--- src/rtl/hazard_issue_controller_if.sv ---
// hazard_issue_controller_if: decode, writeback and branch bundle; stall_cycles exists only with HAZ_PERF_EN
interface hazard_issue_controller_if #(
    parameter int NREG = 32,
    parameter int AW = 5
);
    logic            id_valid, id_rw, id_mb;
    logic [1:0]      id_bs;
    logic [AW-1:0]   id_da, id_aa, id_ba;
    logic            wb_valid;
    logic [AW-1:0]   wb_da;
    logic            br_done, br_taken;
    logic            issue, stall, flush;
    logic [3:0]      inflight_cnt;
    logic [NREG-1:0] busy_vec;
    logic            sb_error;
`ifdef HAZ_PERF_EN
    logic [15:0]     stall_cycles;
`endif
    modport master (
        output id_valid, id_rw, id_mb, id_bs, id_da, id_aa, id_ba, wb_valid, wb_da, br_done, br_taken,
        input  issue, stall, flush, inflight_cnt, busy_vec, sb_error
`ifdef HAZ_PERF_EN
        , input stall_cycles
`endif
    );
    modport slave (
        input  id_valid, id_rw, id_mb, id_bs, id_da, id_aa, id_ba, wb_valid, wb_da, br_done, br_taken,
        output issue, stall, flush, inflight_cnt, busy_vec, sb_error
`ifdef HAZ_PERF_EN
        , output stall_cycles
`endif
    );
endinterface

--- src/rtl/hazard_issue_controller.sv ---
// hazard_issue_controller: register scoreboard, hazard stall, branch wait and flush sequencing; HAZ_PERF_EN adds stall_cycles
module hazard_issue_controller #(
    parameter int NREG = 32,
    parameter int AW = 5,
    parameter int MAX_INFLIGHT = 4,
    parameter int FLUSH_CYCLES = 2
) (
    input logic clk,
    input logic reset,
    hazard_issue_controller_if.slave bus
);
    typedef enum logic [1:0] {RUN, BR_WAIT, FLUSH} state_t;
    state_t          state_q;
    logic [NREG-1:0] busy_q, busy_d, wb_mask, eff;
    logic [3:0]      cnt_q, cnt_d;
    logic [2:0]      fcnt_q;
    logic            err_q, wb_hit, hazard, issue, wr;
    always_comb begin
        wb_mask = NREG'(bus.wb_valid) << bus.wb_da;
        eff     = busy_q & ~wb_mask;
        wb_hit  = bus.wb_valid & busy_q[bus.wb_da];
        hazard  = eff[bus.id_aa] | (~bus.id_mb & eff[bus.id_ba]) | (bus.id_rw & eff[bus.id_da])
                | (bus.id_rw & (cnt_q == 4'(MAX_INFLIGHT)) & ~wb_hit);
        issue   = bus.id_valid & (state_q == RUN) & ~hazard & ~reset;
        wr      = issue & bus.id_rw;
        busy_d  = eff | (NREG'(wr) << bus.id_da);
        cnt_d   = cnt_q + 4'(wr) - 4'(wb_hit);
    end
    assign bus.issue        = issue;
    assign bus.stall        = reset | (bus.id_valid & ~issue) | (state_q != RUN);
    assign bus.flush        = ~reset & (state_q == FLUSH);
    assign bus.inflight_cnt = cnt_q;
    assign bus.busy_vec     = busy_q;
    assign bus.sb_error     = err_q;
    always_ff @(posedge clk) begin
        if (reset) begin
            state_q <= RUN;
            busy_q  <= '0;
            cnt_q   <= '0;
            fcnt_q  <= '0;
            err_q   <= 1'b0;
        end else begin
            busy_q <= busy_d;
            cnt_q  <= cnt_d;
            err_q  <= err_q | (bus.wb_valid & ~busy_q[bus.wb_da]);
            case (state_q)
                RUN:     if (issue && bus.id_bs != 2'b00) state_q <= BR_WAIT;
                BR_WAIT: if (bus.br_done) begin
                    state_q <= bus.br_taken ? FLUSH : RUN;
                    fcnt_q  <= 3'(FLUSH_CYCLES);
                end
                FLUSH: begin
                    fcnt_q <= fcnt_q - 3'd1;
                    if (fcnt_q == 3'd1) state_q <= RUN;
                end
                default: state_q <= RUN;
            endcase
        end
    end
`ifdef HAZ_PERF_EN
    logic [15:0] stall_cycles_q;
    always_ff @(posedge clk) begin
        if (reset) stall_cycles_q <= '0;
        else if (bus.stall && stall_cycles_q != 16'hFFFF) stall_cycles_q <= stall_cycles_q + 16'd1;
    end
    assign bus.stall_cycles = stall_cycles_q;
`endif
endmodule

--- src/flat_wrapper.sv ---
// flat-port wrapper written by rule: the top's interface ports become plain ports
module hazard_issue_controller_flat 
#(
    parameter int NREG = 32,
    parameter int AW = 5,
    parameter int MAX_INFLIGHT = 4,
    parameter int FLUSH_CYCLES = 2
)
  (clk, reset, bus_id_valid, bus_id_rw, bus_id_mb, bus_id_bs, bus_id_da, bus_id_aa, bus_id_ba, bus_wb_valid, bus_wb_da, bus_br_done, bus_br_taken, bus_issue, bus_stall, bus_flush, bus_inflight_cnt, bus_busy_vec, bus_sb_error);
  hazard_issue_controller_if #(.NREG(NREG), .AW(AW)) bus_i ();
  input logic clk;
  input logic reset;
  input wire logic [$bits(bus_i.id_valid)-1:0] bus_id_valid;
  input wire logic [$bits(bus_i.id_rw)-1:0] bus_id_rw;
  input wire logic [$bits(bus_i.id_mb)-1:0] bus_id_mb;
  input wire logic [$bits(bus_i.id_bs)-1:0] bus_id_bs;
  input wire logic [$bits(bus_i.id_da)-1:0] bus_id_da;
  input wire logic [$bits(bus_i.id_aa)-1:0] bus_id_aa;
  input wire logic [$bits(bus_i.id_ba)-1:0] bus_id_ba;
  input wire logic [$bits(bus_i.wb_valid)-1:0] bus_wb_valid;
  input wire logic [$bits(bus_i.wb_da)-1:0] bus_wb_da;
  input wire logic [$bits(bus_i.br_done)-1:0] bus_br_done;
  input wire logic [$bits(bus_i.br_taken)-1:0] bus_br_taken;
  output wire logic [$bits(bus_i.issue)-1:0] bus_issue;
  output wire logic [$bits(bus_i.stall)-1:0] bus_stall;
  output wire logic [$bits(bus_i.flush)-1:0] bus_flush;
  output wire logic [$bits(bus_i.inflight_cnt)-1:0] bus_inflight_cnt;
  output wire logic [$bits(bus_i.busy_vec)-1:0] bus_busy_vec;
  output wire logic [$bits(bus_i.sb_error)-1:0] bus_sb_error;
  assign bus_i.id_valid = bus_id_valid;
  assign bus_i.id_rw = bus_id_rw;
  assign bus_i.id_mb = bus_id_mb;
  assign bus_i.id_bs = bus_id_bs;
  assign bus_i.id_da = bus_id_da;
  assign bus_i.id_aa = bus_id_aa;
  assign bus_i.id_ba = bus_id_ba;
  assign bus_i.wb_valid = bus_wb_valid;
  assign bus_i.wb_da = bus_wb_da;
  assign bus_i.br_done = bus_br_done;
  assign bus_i.br_taken = bus_br_taken;
  assign bus_issue = bus_i.issue;
  assign bus_stall = bus_i.stall;
  assign bus_flush = bus_i.flush;
  assign bus_inflight_cnt = bus_i.inflight_cnt;
  assign bus_busy_vec = bus_i.busy_vec;
  assign bus_sb_error = bus_i.sb_error;
  hazard_issue_controller #(.NREG(NREG), .AW(AW), .MAX_INFLIGHT(MAX_INFLIGHT), .FLUSH_CYCLES(FLUSH_CYCLES)) u_core (.clk(clk), .reset(reset), .bus(bus_i));
endmodule
--- config.mk ---
export PLATFORM = sky130hd
export DESIGN_NAME = hazard_issue_controller_flat
export DESIGN_NICKNAME = d
export VERILOG_FILES = /design/src/rtl/hazard_issue_controller_if.sv /design/src/rtl/hazard_issue_controller.sv /design/src/flat_wrapper.sv
export SDC_FILE = /design/constraint.sdc
export NUM_CORES = 1
export LEC_CHECK = 0
export CAP_MARGIN = 30
export CORE_ASPECT_RATIO = 0.75
export CORE_MARGIN = 2
export CORE_UTILIZATION = 58
export DETAILED_ROUTE_END_ITERATION = 16
export PLACE_DENSITY = 0.87
export SYNTH_ARGS = -nofsm -noshare
export SYNTH_HDL_FRONTEND = slang
export SYNTH_SLANG_ARGS = --single-unit
--- constraint.sdc ---
create_clock -name clk -period 11.6 [get_ports clk]
set_clock_uncertainty 0.2 [all_clocks]
set_input_delay 2.32 -clock clk [delete_from_list [all_inputs] [get_ports clk]]
set_output_delay 2.32 -clock clk [all_outputs]
set_load 0.1 [all_outputs]
Yosys cells after proc, flatten, opt, wreduce, memory -nomap -nowiden --
Index checks and enable logic that the tools add are counted.
Storage, ports and cells: bits in registers 42, bits in latches 0, memory bits (writable) 0, memory bits (read-only) 0, input port bits 30, output and inout bits 40, word-level logic and storage cells 70, memories 0
Operators by class: add/subtract/negate cells 3, multiply operators 0, div/mod/pow operators 0, order comparisons 4, equality and inequality tests 7, shift operators 2, mux-type cells 15, bitwise operators 27, reduce and logical (&&, ||, !) cells 7
Operators with widths (number):
- left shift 1 x 5 -> 32 bit | 2
- AND 32 bit | 1
- NOT 32 bit | 1
- bitwise OR 32 bit | 1
- < comparator 5 x 6 -> 1 bit, second input constant | 4
- binary-select mux 1 bit (select 5 bit) | 4
- AND 1 bit | 12
- two-way mux 2 bit | 4
- != test 2 bit, second input constant | 3
- NOT 1 bit | 6
- bitwise OR 1 bit | 6
- case mux 2 bit (3 select lines) | 1
- case mux 3 bit (2 select lines) | 1
- nonzero test 2 bit | 3
- adder 4 x 1 -> 4 bit | 1
- equality test 4 x 3 -> 1 bit, second input constant | 1
- two-way mux 1 bit | 4
- subtractor 4 x 1 -> 4 bit | 1
- equality test 3 x 1 -> 1 bit, second input constant | 1
- two-way mux 3 bit | 1
- AND reduction 3 bit | 1
- subtractor 3 x 1 -> 3 bit, second input constant | 1
- equality test 2 x 1 -> 1 bit, second input constant | 1
- equality test 2 bit, second input constant | 1
- other kinds (3) | 3

Longest topological paths before layout --
depth after elaboration 16, depth in mapped cells 18, depth with buffers taken out 13

Worst setup path before layout --
OpenSTA, ideal clock, no wires.
kind input-to-output, from input bus_id_da[0], to output bus_issue, arrival time 4.744 ns, data required time 9.080 ns, path slack 4.336 ns, cell stages on the path 13, buffers on the path 5, path through clkbuf_1 > buf_2 > buf_2 > mux2i_1 > nor2_1 > a22oi_1 > o22ai_1 > nor4_1 > nand4_1 > or2_1 > buf_6 > buf_6 > inv_2
On the way: cells in the longest elaborated chain, start to end 8
RTL lines:
- from (decl) | RTL line flat_wrapper.sv:17 | input wire logic [$bits(bus_i.id_da)-1:0] bus_id_da;
- binary-select mux 1 bit (select 5 bit) | RTL line hazard_issue_controller.sv:22 | hazard = eff[bus.id_aa] | (~bus.id_mb & eff[bus.id_ba]) | (bus.id_rw & eff[bus.id_da])
- two-way mux 1 bit (not written as such) | RTL line hazard_issue_controller.sv:22
- AND 1 bit | RTL line hazard_issue_controller.sv:22
- bitwise OR 1 bit | RTL line hazard_issue_controller.sv:22
- bitwise OR 1 bit | RTL line hazard_issue_controller.sv:23 | | (bus.id_rw & (cnt_q == 4'(MAX_INFLIGHT)) & ~wb_hit);
- NOT 1 bit | RTL line hazard_issue_controller.sv:24 | issue = bus.id_valid & (state_q == RUN) & ~hazard & ~reset;
- AND 1 bit (2 in a row) | RTL line hazard_issue_controller.sv:24
- to (decl) | RTL line flat_wrapper.sv:24 | output wire logic [$bits(bus_i.issue)-1:0] bus_issue;
Every way passes these cells. The select of a mux whose other input is x is not followed.

Final worst setup path --
from input bus_wb_valid, to output bus_issue
On the way: cells in the longest elaborated chain, start to end 12, elaborated cells between the ends (all ways) 20, those cells by class 1 x shift; 6 x mux; 13 x bitwise
RTL lines:
- from (decl) | RTL line flat_wrapper.sv:20 | input wire logic [$bits(bus_i.wb_valid)-1:0] bus_wb_valid;
- left shift 1 x 5 -> 32 bit | RTL line hazard_issue_controller.sv:19 | wb_mask = NREG'(bus.wb_valid) << bus.wb_da;
- NOT 32 bit | RTL line hazard_issue_controller.sv:20 | eff = busy_q & ~wb_mask;
- AND 32 bit | RTL line hazard_issue_controller.sv:20
- binary-select mux 1 bit (select 5 bit) | RTL line hazard_issue_controller.sv:22
- two-way mux 1 bit (not written as such) | RTL line hazard_issue_controller.sv:22
- AND 1 bit | RTL line hazard_issue_controller.sv:22
- bitwise OR 1 bit (2 in a row) | RTL line hazard_issue_controller.sv:22
- bitwise OR 1 bit (*) | RTL line hazard_issue_controller.sv:23
- NOT 1 bit (*) | RTL line hazard_issue_controller.sv:24
- AND 1 bit (*) (2 in a row) | RTL line hazard_issue_controller.sv:24
Mark *: on every way between the ends. The rest lies on a longest branch, timed or not. The select of a mux whose other input is x is not followed.

==> metrics <==
status=completed; Final nets=549; unrepaired setup endpoints after global routing=no; met2 capacity usage during global routing=57.16%; nets in the synthesized netlist=503; number of antenna violations at the first check in global routing=0; Leakage=1.580 nW; HP Class=reg -> reg; cts-stage hold buffer count=0; via count of the first global-routing pass=3843; worst ir drop on vdd=0.06154 mV; # Post-CTS Setup Buffers=0; Die Wd=97.73 µm; post-synthesis to final-layout area growth=18.79%; Clock Tree Buf Depth=2; clock latency of the later-clocked register in the worst-skew pair=290 ps; Routed WL=13470 µm; largest stage delay on the critical path=1120 ps; final setup violation count=0; Crit path required time=9080 ps; Worst Path Class, Setup=in -> out; achievable frequency=107.2 MHz; Detailed Route Iter0 Violations=675; number of flops mapped to enable cells by yosys=0; dominant cell type by area after synthesis=dfxtp_1; number of hold-slack violations in the final timing report=0; slowest library cell on the worst path=clkdlybuf4s50_1; number of buffers created by CTS=5; Power per Cell Area=87.46 mW/mm²; reg-to-reg startpoint=u_core.bus.busy_vec[3]$_SDFF_PP0_; gate count of the mapped netlist=465; total overflow reported by the global router=0; Fin Setup TNS=0 ps; num ports=70; top post-synthesis cells by area=dfxtp_1, mux2i_1, o31ai_1, o211ai_1, nand2_1; H-Tree Depth=2; overall via count from detail_route=4133; area share of the leading cell type in the synthesized netlist=22.00%; chain of cells forming the critical path=clkdlybuf4s50_1, nor4b_4, nor3_1, o31ai_2, or4b_1, o21ai_1, nand4_1, or2_1, buf_4, inv_2, clkdlybuf4s50_1; share of layout cells above drive strength 1=6.458%; Power Total=397.0 µW; GRT Util Overall=37.26%; number of slew-limit violations in the final report=0; count of warnings emitted by yosys=0; starting utilization of the core area=60.18%; vias per inst=6.981; share of flip-flops with an asynchronous set or reset after synthesis=0%; clock net sink count=42; final critical-path required period=9327 ps; CTS Root Buffer Type=clkbuf_8; Final HPWL DP=9792 µm; pin count of the biggest net entering global routing=36; Primary FF master, synth=dfxtp_1; Slew HR=33.96%; max-capacitance violation count=0; Yosys cell types=68; TritonCTS clock tree=built; Tcrit/Tclk final=80.40%; Placement Rows=25; actual slew at the worst max-slew pin=987.6 ps; critical-path maximum fanout=35; met3 track utilization from global routing=9.211%; overall die height=74.30 µm; RD Place Congestion=0.9822; final routed DRC violation total=0; post-detailed-route count of antenna-violating nets=0; average wire length per cell after detail routing=22.75 µm; syn_area_per_cell=8.218 µm²; first-pass GRT wire length=21090 µm; Synth Cell Area=0.003821 mm²; register bit total from synthesis=42; ant diodes=0; clock slew at reported path FFs=70 ps; library cell appearing most often on the critical path=clkdlybuf4s50_1; met1 routing resource usage after global routing=52.96%; startpoint of the worst hold path=u_core.bus.sb_error$_SDFF_PP0_; Port Buf Inserts=69; WP data arrival=6810 ps; startpoint class of the critical path=primary input; endpoint type of the worst setup path=output port; portion of the post-synthesis area used by sequential elements=22.00%; Core Region=0.006350 mm²; post-cts resize count=0; routing layer with the top usage in global route=met2; Initial DRT Pass Iterations=5; area of the die=0.007260 mm²; launching instance or port of the critical path=bus_wb_valid
## cells by family (layout without fill, tap and decap cells)
logic type / count (synthesis) / count (layout) / share of synthesized area (%)
compound gates: 143 / 143 / 26.62
xor+xnor: 7 / 7 / 1.801
fa+ha+maj: 8 / 8 / 2.816
buf+inv: 52 / 98 / 6.647
flops: 42 / 42 / 22.00
mux: 67 / 67 / 18.53
simple gates: 146 / 146 / 21.58
## placed cells by master (no fill, tap or decap), types with 3 or more instances in the layout
cell / instances
a211oi_1: 9
a21oi_1: 12
a22oi_1: 6
a311oi_1: 8
a31oi_1: 5
and3_1: 3
buf_4: 5
clkbuf_8: 5
clkdlybuf4s50_1: 69
dfxtp_1: 42
ha_1: 7
inv_1: 13
mux2_2: 9
mux2i_1: 55
nand2_1: 29
nand2b_1: 7
nand3_1: 19
nand4_1: 4
nand4b_1: 5
nor2_1: 27
nor2b_1: 9
nor3_1: 15
nor3b_1: 5
o211ai_1: 22
o21ai_0: 16
o21ai_1: 6
o22ai_1: 5
o31ai_1: 29
o32ai_1: 4
or3_1: 5
xnor2_1: 3
xor2_1: 3
## stage by stage
stage / instance area, µm² / std cells / worst slack [ps] / util [%] / hold slack (ps)
after global routing: 4539 / 592 / 2110 / 71.49 / 348.3
after global placement: 4461 / 585 / 2397 / 70.25 / 256.1
after detailed placement: 4461 / 585 / 2401 / 70.25 / 280.4
final: 4539 / 592 / 2273 / 71.49 / 295.0
after floorplan: 3821 / 465 / 4336 / - / 308.6
after CTS: 4539 / 592 / 2374 / 71.49 / 297.6
## power breakdown
group | internal [mW] | leakage, nW | switching (mW)
clock network | 0.0404 | 0.0438 | 0.0484
registers | 0.150 | 0.340 | 0.00633
logic | 0.0476 | 1.20 | 0.104
## critical path: cells and delay by family
family	cells	cell delay (ps)
buf+inv	4	2380
simple gates	5	1620
compound gates	2	450
## layout make-up
cell class | instances | area [µm²]
multi-input combinational | 371 | 2726
fill | 516 | 1810
sequential | 42 | 840.8
timing repair buffer | 74 | 728.2
tap | 81 | 101.3
clock buffer | 5 | 68.82
inverter | 17 | 63.81
clock inverter | 2 | 10.01
## worst paths after layout
path / to / cells after the start / slack (ps)
worst max-delay path: bus_issue / 11 / 2270
worst min-delay path: u_core.bus.sb_error$_SDFF_PP0_ / 2 / 290
worst max register to register: u_core.bus.inflight_cnt[1]$_SDFF_PP0_ / 12 / 7810
worst min register to register: u_core.bus.sb_error$_SDFF_PP0_ / 2 / 290
## registers in the layout, indices dropped and copies added (netlist names)
name / count
u_core.bus.busy_vec: 32
u_core.bus.inflight_cnt: 4
u_core.fcnt_q: 3
u_core.state_q: 2
u_core.bus.sb_error: 1
## routing by layer
metal	vias to the layer above	share of wire, %	wire length [µm]
li1	1897	-	-
met4	0	1.9	254
met5	-	0	0
met1	1915	44	5865
met3	32	12	1638
met2	289	42	5710
## synth_stat cells, types with 6 or more instances
master,count
mux2i_1,55
dfxtp_1,42
nand2_1,29
o31ai_1,29
nor2_1,27
o211ai_1,22
nand3_1,19
clkbuf_1,16
o21ai_0,16
nor3_1,15
inv_1,13
a21oi_1,12
a211oi_1,9
mux2_2,9
nor2b_1,9
a311oi_1,8
buf_2,8
ha_1,7
nand2b_1,7
a22oi_1,6
o21ai_1,6
Power figures use the tool's default switching activity.
